--- src/rtl/cache_pkg.sv ---
// rtl/cache_pkg.sv - shared line geometry, writeback entry type and capture FSM states
package cache_pkg;

  localparam int LINE_BYTES     = 64;
  localparam int BUS_BYTES      = 16;
  localparam int ADDR_WIDTH     = 32;
  localparam int BEATS_PER_LINE = LINE_BYTES / BUS_BYTES;
  localparam int OFFSET_BITS    = $clog2(LINE_BYTES);

  typedef logic [LINE_BYTES*8-1:0] line_t;

  typedef struct packed {
    logic [ADDR_WIDTH-1:0] addr;
    line_t                 data;
  } wb_entry_t;

  typedef enum logic [1:0] {
    IDLE = 2'd0,
    REQ  = 2'd1,
    CAP  = 2'd2
  } wb_cap_state_t;

endpackage

--- src/rtl/wb_entry_fifo.sv ---
// rtl/wb_entry_fifo.sv - synchronous FIFO of writeback entries with an age-ordered view
module wb_entry_fifo
  import cache_pkg::*;
#(
  parameter int DEPTH = 2,
  localparam int CW = $clog2(DEPTH + 1)
) (
  input  logic             clk,
  input  logic             rst_n,
  input  logic             push,
  input  wb_entry_t        push_entry,
  input  logic             pop,
  output logic [CW-1:0]    count,
  output wb_entry_t        head,
  output wb_entry_t        entries [DEPTH],
  output logic [DEPTH-1:0] entry_valid
);

  localparam int PW = (DEPTH > 1) ? $clog2(DEPTH) : 1;

  wb_entry_t     mem [DEPTH];
  logic [PW-1:0] wr_ptr;
  logic [PW-1:0] rd_ptr;
  logic          do_push;
  logic          do_pop;

  assign do_push = push && (count != CW'(DEPTH));
  assign do_pop  = pop && (count != '0);

  function automatic logic [PW-1:0] ptr_inc(input logic [PW-1:0] p);
    return (p == PW'(DEPTH - 1)) ? '0 : p + 1'b1;
  endfunction

  always_ff @(posedge clk or negedge rst_n) begin
    if (!rst_n) begin
      wr_ptr <= '0;
      rd_ptr <= '0;
      count  <= '0;
    end else begin
      if (do_push) wr_ptr <= ptr_inc(wr_ptr);
      if (do_pop)  rd_ptr <= ptr_inc(rd_ptr);
      if (do_push && !do_pop)
        count <= count + 1'b1;
      else if (!do_push && do_pop)
        count <= count - 1'b1;
    end
  end

  // Storage needs no reset: nothing downstream looks at an entry beyond count.
  always_ff @(posedge clk) begin
    if (do_push) mem[wr_ptr] <= push_entry;
  end

  assign head = mem[rd_ptr];

  // Index 0 is the oldest entry, DEPTH-1 the youngest slot.
  always_comb begin
    for (int i = 0; i < DEPTH; i++) begin
      entries[i]     = mem[PW'((int'(rd_ptr) + i) % DEPTH)];
      entry_valid[i] = (CW'(i) < count);
    end
  end

endmodule

--- src/rtl/l1_writeback_buffer.sv ---
// rtl/l1_writeback_buffer.sv - L1 victim writeback buffer; snoop forwarding under L1_WB_SNOOP_FWD_EN
module l1_writeback_buffer
  import cache_pkg::*;
#(
  parameter int SETS       = 128,
  parameter int WAYS       = 4,
  parameter int LINE_BYTES = cache_pkg::LINE_BYTES,
  parameter int BUS_BYTES  = cache_pkg::BUS_BYTES,
  parameter int DEPTH      = 2,
  parameter int ADDR_WIDTH = cache_pkg::ADDR_WIDTH
) (
  input  logic                     clk,
  input  logic                     rst_n,
  input  logic                     evict_valid,
  output logic                     evict_ready,
  input  logic [$clog2(SETS)-1:0]  evict_set,
  input  logic [$clog2(WAYS)-1:0]  evict_way,
  input  logic [ADDR_WIDTH-1:0]    evict_addr,
  output logic                     da_rd_req,
  input  logic                     da_rd_gnt,
  output logic [$clog2(SETS)-1:0]  da_read_set,
  output logic [$clog2(WAYS)-1:0]  da_read_way,
  input  logic [LINE_BYTES*8-1:0]  da_read_data,
  output logic                     wb_valid,
  input  logic                     wb_ready,
  output logic [ADDR_WIDTH-1:0]    wb_addr,
  output logic [BUS_BYTES*8-1:0]   wb_data,
  output logic                     wb_last,
  output logic                     wb_idle,
  input  logic [ADDR_WIDTH-1:0]    snoop_addr,
  output logic                     snoop_hit,
  output logic [LINE_BYTES*8-1:0]  snoop_data
);

  localparam int OB    = $clog2(LINE_BYTES);
  localparam int BEATS = LINE_BYTES / BUS_BYTES;
  localparam int BW    = (BEATS > 1) ? $clog2(BEATS) : 1;
  localparam int CW    = $clog2(DEPTH + 1);
  localparam int BUS_W = BUS_BYTES * 8;

  wb_cap_state_t         state;
  logic [ADDR_WIDTH-1:0] cap_addr;
  logic [BW-1:0]         beat;
  logic [CW-1:0]         count;
  logic [CW-1:0]         count_next;
  logic                  accept;
  logic                  push;
  logic                  pop;
  logic                  ready_next;
  wb_entry_t             head;
  wb_entry_t             view [DEPTH];
  logic [DEPTH-1:0]      view_valid;

  assign accept = evict_valid && evict_ready;
  assign push   = (state == CAP);
  assign pop    = wb_valid && wb_ready && wb_last;

  always_comb begin
    count_next = count;
    if (push && !pop)
      count_next = count + 1'b1;
    else if (!push && pop)
      count_next = count - 1'b1;
  end

  // evict_ready is registered, so it is precomputed from next state and next occupancy.
  assign ready_next = ((state == CAP) || ((state == IDLE) && !accept)) &&
                      (count_next < CW'(DEPTH));

  always_ff @(posedge clk or negedge rst_n) begin
    if (!rst_n) begin
      state       <= IDLE;
      cap_addr    <= '0;
      da_rd_req   <= 1'b0;
      da_read_set <= '0;
      da_read_way <= '0;
      evict_ready <= 1'b0;
    end else begin
      evict_ready <= ready_next;
      case (state)
        IDLE: begin
          if (accept) begin
            cap_addr    <= {evict_addr[ADDR_WIDTH-1:OB], {OB{1'b0}}};
            da_read_set <= evict_set;
            da_read_way <= evict_way;
            da_rd_req   <= 1'b1;
            state       <= REQ;
          end
        end
        REQ: begin
          if (da_rd_gnt) begin
            da_rd_req <= 1'b0;
            state     <= CAP;
          end
        end
        CAP:     state <= IDLE;
        default: state <= IDLE;
      endcase
    end
  end

  wb_entry_fifo #(
    .DEPTH (DEPTH)
  ) u_fifo (
    .clk         (clk),
    .rst_n       (rst_n),
    .push        (push),
    .push_entry  ('{addr: cap_addr, data: da_read_data}),
    .pop         (pop),
    .count       (count),
    .head        (head),
    .entries     (view),
    .entry_valid (view_valid)
  );

  always_ff @(posedge clk or negedge rst_n) begin
    if (!rst_n)
      beat <= '0;
    else if (wb_valid && wb_ready)
      beat <= wb_last ? '0 : beat + 1'b1;
  end

  // Gating on wb_valid keeps the beat outputs at zero whenever the FIFO is empty.
  assign wb_valid = (count != '0);
  assign wb_addr  = wb_valid ? head.addr : '0;
  assign wb_data  = wb_valid ? head.data[int'(beat)*BUS_W +: BUS_W] : '0;
  assign wb_last  = wb_valid && (beat == BW'(BEATS - 1));
  assign wb_idle  = (count == '0) && (state == IDLE);

`ifdef L1_WB_SNOOP_FWD_EN
  logic [ADDR_WIDTH-1:0] snoop_line;
  logic                  unused_offsets;

  assign snoop_line     = {snoop_addr[ADDR_WIDTH-1:OB], {OB{1'b0}}};
  assign unused_offsets = ^{evict_addr[OB-1:0], snoop_addr[OB-1:0]};

  // Capture entry has no data yet: it reports a hit with zero data so the caller retries.
  always_comb begin
    snoop_hit  = (state != IDLE) && (cap_addr == snoop_line);
    snoop_data = '0;
    for (int i = 0; i < DEPTH; i++) begin
      if (view_valid[i] && (view[i].addr == snoop_line)) begin
        snoop_hit  = 1'b1;
        snoop_data = view[i].data;
      end
    end
  end
`else
  logic unused_snoop;

  assign snoop_hit  = 1'b0;
  assign snoop_data = '0;

  always_comb begin
    unused_snoop = ^{snoop_addr, view_valid, evict_addr[OB-1:0]};
    for (int i = 0; i < DEPTH; i++)
      unused_snoop = unused_snoop ^ (^view[i]);
  end
`endif

endmodule

--- config.mk ---
export PLATFORM = sky130hd
export DESIGN_NAME = l1_writeback_buffer
export DESIGN_NICKNAME = d
export VERILOG_FILES = /design/src/rtl/cache_pkg.sv /design/src/rtl/wb_entry_fifo.sv /design/src/rtl/l1_writeback_buffer.sv
export SDC_FILE = /design/constraint.sdc
export NUM_CORES = 1
export LEC_CHECK = 0
export CAP_MARGIN = 20
export CORE_AREA = 2 2 498 500
export CTS_CLUSTER_DIAMETER = 200
export DETAILED_ROUTE_END_ITERATION = 10
export DIE_AREA = 0 0 500 502
export PLACE_DENSITY = 0.43
export SLEW_MARGIN = 40
export SYNTH_ARGS = -nofsm -noshare
export SYNTH_HDL_FRONTEND = slang
export SYNTH_HIERARCHICAL = 1
export SYNTH_SLANG_ARGS = --single-unit
--- constraint.sdc ---
create_clock -name clk -period 37 [get_ports clk]
set_input_delay 9.25 -clock clk [delete_from_list [all_inputs] [get_ports clk]]
set_output_delay 9.25 -clock clk [all_outputs]
set_load 0.1 [all_outputs]
== Word-level counts from Yosys, hierarchy flattened ==
Memories as Yosys holds them, arrays and structs flattened.
Cells that the tools add are included.

* Memory bits (writable): 1,076
* Input bits: 590
* Output and inout port bits: 687
* Register bits: 45
* Word-level logic and storage cells: 68
* Memories kept: 1

{| class="wikitable"
|+ Memories
! memory !! depth !! width !! rd ports !! clocked after Yosys merged registers in !! write ports !! RTL line !! RTL
|-
| u_fifo.mem || 2 || 538 || 1 || 0 || 1 || wb_entry_fifo.sv:21 || <nowiki>wb_entry_t mem [DEPTH];</nowiki>
|}

* Shifts and indexed selects: 1
* Reduce and logical (&&, ||, !) cells: 27
* $add $sub $neg: 5
* Muxes and demuxes: 17
* $lt $le $gt $ge: 1
* Eq/ne operators: 6

{| class="wikitable"
|+ Operators by type and width
! operator !! number
|-
| $shiftx 512x10->128 || 1
|-
| $mux 128 || 1
|-
| $mux 32 || 1
|-
| $mux 2 || 7
|-
| $logic_and 1x1->1 || 13
|-
| $mux 1 || 6
|-
| $ne 2x2->1 const B || 3
|-
| $reduce_bool 2->1 || 3
|-
| $logic_not 1->1 || 5
|-
| $add 2x1->2 const B || 2
|-
| $eq 2x2->1 const B || 2
|-
| $logic_not 2->1 || 2
|-
| $pmux 2 s2 || 1
|-
| $reduce_and 2->1 || 2
|-
| $reduce_and 3->1 || 1
|-
| $add 1x1->1 const B || 2
|-
| $eq 2x1->1 const B || 1
|-
| $lt 2x2->1 const B || 1
|-
| $pmux 1 s2 || 1
|-
| $sub 2x1->2 const B || 1
|-
| $logic_or 1x1->1 || 1
|}

== Longest topological paths before layout ==
Gate-level depths: netlist of run 1.

* Depth after elaboration: 8
* Mapped depth: 8
* Gate-level depth less buffers: 7

== Cells and area by module ==
Netlist of run 1, hierarchy kept.

{| class="wikitable"
|+ By module, submodules not included
! module !! cells an instance !! area an instance (um2) !! sequential area each (um2) !! instances
|-
| wb_entry_fifo || 2,864 || 51,364.3 || 32,771.4 || 1
|-
| l1_writeback_buffer || 955 || 9,671.8 || 1,026.0 || 1
|}

== Worst setup path after synthesis of run 1 ==
No wires, ideal clock.

* Path kind: flip-flop to flip-flop
* Start point: register u_fifo.count[0]
* End point: memory u_fifo/mem[0][0] in the netlist's numbering (enable)
* Data arrival time: 23.305 ns
* Required time: 35.536 ns
* Path buffers: 0
* Stages on the path, launching flop included: 5
* Path slack: 12.231 ns
* Clock period less this slack: 24.769 ns
* Cell sequence: dfrtp_1 > inv_1 > ha_1 > nand2b_1 > nor2_1

* Cells in the longest elaborated chain, start to end: 4

{| class="wikitable"
|+ Ends and longest elaborated chain
! item !! RTL line !! RTL
|-
| start, declared || wb_entry_fifo.sv:13 || <nowiki>output logic [CW-1:0] count,</nowiki>
|-
| start signal, assigned || wb_entry_fifo.sv:43 || <nowiki>count <= count + 1'b1;</nowiki>
|-
| start signal, assigned || wb_entry_fifo.sv:45 || <nowiki>count <= count - 1'b1;</nowiki>
|-
| $ne 2x2->1 || wb_entry_fifo.sv:27 || <nowiki>assign do_push = push && (count != CW'(DEPTH));</nowiki>
|-
| $logic_and 1x1->1 || wb_entry_fifo.sv:27 ||
|-
| $mux 1 || wb_entry_fifo.sv:51 || <nowiki>if (do_push) mem[wr_ptr] <= push_entry;</nowiki>
|-
| $mux 1 (not written as such) || wb_entry_fifo.sv:51 ||
|-
| end, declared || wb_entry_fifo.sv:21 ||
|}

No other way between the ends.

== Worst setup path after layout of run 1 ==
* Start point: register u_fifo.rd_ptr
* End point: output wb_data[80]

* Cells in the longest elaborated chain, start to end: 3

{| class="wikitable"
|+ Ends and longest elaborated chain
! item !! RTL line !! RTL
|-
| start, declared || wb_entry_fifo.sv:23 || <nowiki>logic [PW-1:0] rd_ptr;</nowiki>
|-
| start signal, assigned || wb_entry_fifo.sv:41 || <nowiki>if (do_pop) rd_ptr <= ptr_inc(rd_ptr);</nowiki>
|-
| $mem_v2 2x538 || - ||
|-
| $shiftx 512x10->128 || l1_writeback_buffer.sv:126 || <nowiki>assign wb_data = wb_valid ? head.data[int'(beat)*BUS_W +: BUS_W] : '0;</nowiki>
|-
| $mux 128 || l1_writeback_buffer.sv:126 ||
|-
| end, declared || l1_writeback_buffer.sv:27 || <nowiki>output logic [BUS_BYTES*8-1:0] wb_data,</nowiki>
|}

No other way between the ends.

==> metrics.txt, run 1 <==
Slowest cell on crit path=buf_4; setup TNS=0 ns; final wirelength=142 mm; minimum clock period=14.57 ns; clk_lat worst skew=0.77 ns; Routed Antenna Nets=0; CP Cell Sequence=buf_12 > buf_16 > buf_16 > buf_4 > buf_12 > buf_16 > mux2_2 > mux4_2 > and2_1 > buf_2; CTS tree=yes; # fillers=25219; final setup vio count=0; Peak VDD IR=0.0769 mV; H-tree depth=4; IO Port Bufs=725; RSZ-0062 raised after global routing=no; Die Span X=500 um; Cell Pwr Density=90.0 nW/um^2; Synth warnings=6; CP arrival=5.32 ns; CP Max Fanout=85; RD Place Congestion=0.722; multi-input logic area=12700 sq um; Top cell by count, worst path=buf_16; Residual DRC=0; synthesized area per cell=16.6 sq um; CP endpoint kind=output pin; clock-pin slew on the worst setup and hold paths=0.06 ns; HP Class=reg -> reg; Slew headroom=46.2%; DP HPWL=97.4 mm; Post-DP Area=57400 sq um; Crit path largest cell delay=0.64 ns; DRT Pass-1 Iters=5; number of global-route vias before repair=25044; CP Buf/Inv Count=7; vias per cell=3.58; Root Buffer Master=clkbuf_16; register area=33800 sq um; Area Growth Syn to Fin=16.5%; gate count of the mapped netlist=3216; GR Overflow Total=0; MaxCap Viol Count=0; Worst Tran Pin Value=0.808 ns; CTS Buf Count=139; vias post-DR=24466; Max Buffers Root-to-Sink=3; post-synthesis instance area=53200 sq um; GRT Util Overall=10.8%; design area=62000 sq um; required time of the critical path=27.75 ns; total leakage power=21.1 nW; clk sink count=1133; first-pass GRT wire length=193 mm; Initial Utilization=21.7%; I/O Pins=1277; Die Area=251000 sq um; Hold Fails Final Rpt=0; Core ar.=245000 sq um; crit path launch type=flop; initial antenna violation count=115; post-cts sizing count=0; hold_buf cts=0; Max Slew Vio Count=0; pin count of the biggest net entering global routing=116; clk_skew=0.0454 ns; die height=502 um; postcts setup bufs=0; drt wl/cell=20.8 um; fmax=68.6 MHz; Cell Rows=182; share of cells above drive strength 1=30.8%; DRT iter0 DRCs=1340; final worst-path cycle share=39.4%; Crit path max-delay family=buffers and inverters; critical setup path kind=reg -> out; # nets final=4071; outcome=finished clean
path summary, 6_finish.rpt:
path                                from            endpoint  slack (ns)  depth (start not counted)
min                         cap_addr[20]  u_fifo/mem[0][532]        0.45                          0
max                        u_fifo/rd_ptr         wb_data[80]       22.43                         10
max reg2reg                     state[1]  u_fifo/mem[1][352]       32.45                          9
max in group asynchronous          rst_n             beat[1]       27.86                          2
min in group asynchronous          rst_n      da_read_way[1]        8.60                          2
min reg2reg                 cap_addr[20]  u_fifo/mem[0][532]        0.45                          0
routing by layer:
| layer | global-route usage [%] | routed length, um |
|---|---|---|
| met1 | 11.9 | 53400 |
| met2 | 17.5 | 67700 |
| met3 | 6.33 | 16800 |
| met4 | 3.27 | 3570 |
| met5 | 0 | 897 |
registers in the layout, summed over array words and instances, names as in the netlist:
signal	cells
u_fifo/count	2
evict_ready	1
u_fifo/rd_ptr	1
state	2
da_read_set	7
da_rd_req	1
cap_addr	26
da_read_way	2
u_fifo/wr_ptr	1
u_fifo/mem	1088
beat	2
where the power goes:
| part | total, mW | internal [mW] | switching (mW) |
|---|---|---|---|
| Sequential | 1.64 | 1.58 | 0.0580 |
| Clock | 1.32 | 0.754 | 0.565 |
| Combinational | 2.62 | 0.676 | 1.95 |
| Total | 5.58 | 3.01 | 2.57 |
per-stage QoR:
stage	total power, mW	hold slack (ns)	worst slack (ns)	cells	utilization (%)
after floorplan	4.14	0.435	12.26	3740	-
after CTS	5.71	0.456	22.20	6800	25.2
after detailed placement	4.35	0.448	23.09	6552	23.4
after global routing	5.83	0.470	22.10	6812	25.3
after global placement	4.48	0.444	21.46	6546	23.7
final	5.58	0.455	22.43	6832	25.3
layout make-up:
class | instances | share of cell area [%]
well taps | 3220 | 6.50
clock buffers | 174 | 5.90
repair buffers | 768 | 11.2
multi-input cells | 1428 | 20.4
clock inverters | 74 | 1.26
diodes | 29 | 0.117
inverters | 6 | 0.0444
flip-flops and latches | 1133 | 54.5
cells in the final DEF, fill, tap and decap left out, drive strengths merged:
cell type	instances
and2	129
or3b	1
and2b	4
nand3	1
and3b	1
nor2b	31
a41oi	1
nand2	3
nand2b	3
xnor2	3
o21ai	2
clkinvlp	3
dfrtp	45
nand4b	1
nor3	2
ha	5
clkinv	60
or4b	1
mux4	128
edfxtp	1088
nor2	4
conb	525
xor2	1
buf	218
clkbuf	174
bufinv	6
clkdlybuf4s50	550
mux2	582
inv	11
diode	29
(Power assumes the default switching activity.)
==> run 2: changes to the inputs <==
--- a/config.mk
+++ b/config.mk
@@ -10,7 +10,7 @@
 export CTS_CLUSTER_DIAMETER = 200
 export DETAILED_ROUTE_END_ITERATION = 10
 export DIE_AREA = 0 0 500 502
-export PLACE_DENSITY = 0.43
+export PLACE_DENSITY = 0.44
 export SLEW_MARGIN = 40
 export SYNTH_ARGS = -nofsm -noshare
 export SYNTH_HDL_FRONTEND = slang
==> constraint.sdc (replaced) <==
create_clock -name clk -period 12.6 [get_ports clk]
set_input_delay 3.15 -clock clk [delete_from_list [all_inputs] [get_ports clk]]
set_output_delay 3.15 -clock clk [all_outputs]
set_load 0.1 [all_outputs]
==> run 2 against run 1 <==
Compared with the run above: core utilization rose by 0.071 points; clock power grew to 3.0 times the previous value; count of clock-buffer cells in the layout grew 6; critical path type unchanged; final area is 0.28% higher; via count up 0.45%; first-iteration DRC count is 14% lower; hold slack gained 0.0070 ns.
==> metrics.txt, run 2 (same netlist as run 1, synthesis figures left out) <==
outcome=finished clean (unchanged); Post-DP Area=57600 sq um (was 57400 sq um); # nets final=4071 (unchanged); vias per cell=3.59 (was 3.58); H-tree depth=4 (unchanged); pin count of the biggest net entering global routing=123 (was 116); RSZ-0062 raised after global routing=no (unchanged); placed cells=6551 (was 6552); Peak VDD IR=0.206 mV (was 0.0769 mV); clk sink count=1133 (unchanged); final wirelength=142 mm (about the same); clk_skew=0.0329 ns (was 0.0454 ns); GR Overflow Total=0 (unchanged); critical setup path kind=reg -> out (unchanged); Post-Route Utilization=25.4% (was 25.3%); Cell Pwr Density=265 nW/um^2 (was 90.0 nW/um^2); setup TNS=0 ns (unchanged); minimum clock period=7.63 ns; clock-pin slew on the worst setup and hold paths=0.06 ns (about the same); CTS Buf Count=141 (was 139); most common cell after layout, fill and taps aside=edfxtp_1 (unchanged); IO Port Bufs=725 (unchanged); Max Slew Vio Count=0 (unchanged); I/O Pins=1277 (unchanged); number of global-route vias before repair=25330 (was 25044); Root Buffer Master=clkbuf_16 (unchanged); postcts setup bufs=0 (unchanged); post-place setup slack=5.64 ns (was 23.09 ns); post-cts sizing count=0 (unchanged); die height=502 um (unchanged); crit path launch type=flop (unchanged); HP Class=reg -> reg (unchanged); CP Max Fanout=65 (was 85); DP HPWL=98.6 mm (was 97.4 mm); final worst-path cycle share=60.5%; most frequent cells in the layout=edfxtp_1, mux2_2, clkdlybuf4s50_1, conb_1, buf_2 (unchanged); share of cells above drive strength 1=30.8% (about the same); Die Area=251000 sq um (unchanged); Worst Tran Pin Value=0.885 ns (was 0.808 ns); required time of the critical path=9.45 ns (was 27.75 ns); Reg with most FFs=u_fifo/mem (unchanged); fmax=131 MHz; vias post-DR=24576 (was 24466); Core ar.=245000 sq um (unchanged); Cell Rows=182 (unchanged); Routed Antenna Nets=0 (unchanged); Max Buffers Root-to-Sink=3 (unchanged); DRT Pass-1 Iters=4 (was 5); first-pass GRT wire length=193 mm (about the same); hold_buf cts=0 (unchanged); Slew headroom=41.0% (was 46.2%); initial antenna violation count=107 (was 115); MaxCap Viol Count=0 (unchanged); RD Place Congestion=0.711 (was 0.722); Initial Utilization=21.7% (unchanged); top flop regs=u_fifo/mem: 1088 flops, cap_addr: 26 flops, da_read_set: 7 flops (unchanged); max reg flops=1088 (unchanged); final setup vio count=0 (unchanged); drt wl/cell=20.8 um (about the same); GRT Util Overall=10.9% (was 10.8%); CP arrival=4.48 ns (was 5.32 ns); design area=62200 sq um (was 62000 sq um); fin cells=6841 (was 6832); clk_lat worst skew=0.76 ns (was 0.77 ns); CTS tree=yes (unchanged); DRT iter0 DRCs=1151 (was 1340); hold slack=0.462 ns (was 0.455 ns); Residual DRC=0 (unchanged); Power Total=16.5 mW (was 5.58 mW); fin worst setup slack=4.97 ns (was 22.43 ns); CP endpoint kind=output pin (unchanged); Die Span X=500 um (unchanged); Hold Fails Final Rpt=0 (unchanged); Area Growth Syn to Fin=16.9% (was 16.5%); total leakage power=21.1 nW (about the same)
-- run 2: worst max-delay path, stage by stage, from the launching register on --
cell and delay (ns):
dfrtp_4 0.88, buf_12 0.39, buf_16 0.31, buf_12 0.35
mux2_2 0.42, mux4_2 0.55, and2_1 0.19, buf_2 0.31
-- run 2: power by group --
part	switching, mW	leakage (nW)	internal [mW]
sequential	0.182	10.4	4.64
combinational	5.72	8.59	2.00
clock	1.66	2.18	2.28
-- run 2: worst paths after layout --
check,slack [ns],startpoint,depth (start not counted),to
min,0.46,cap_addr[29],0,u_fifo/mem[1][541]
min reg2reg,0.46,cap_addr[29],0,u_fifo/mem[1][541]
max,4.97,u_fifo/rd_ptr,7,wb_data[84]
max in group asynchronous,9.59,rst_n,2,u_fifo/rd_ptr
min in group asynchronous,2.50,rst_n,2,da_read_set[1]
max reg2reg,9.20,state[1],6,u_fifo/mem[0][478]
-- run 2: layout make-up --
cell class	instances	area, sq um
well taps	3220	4030
repair buffers	766	7060
clock buffers	180	3740
fillers	25162	183000
clock inverters	73	772
multi-input cells	1428	12700
inverters	6	25.0
flip-flops and latches	1133	33800
diodes	35	87.6
-- run 2: metal layers --
metal / track usage (%) / share of wire (%)
met5: 0 / 0.53
met4: 3.46 / 2.8
met3: 6.32 / 12
met2: 17.9 / 48
met1: 11.7 / 37
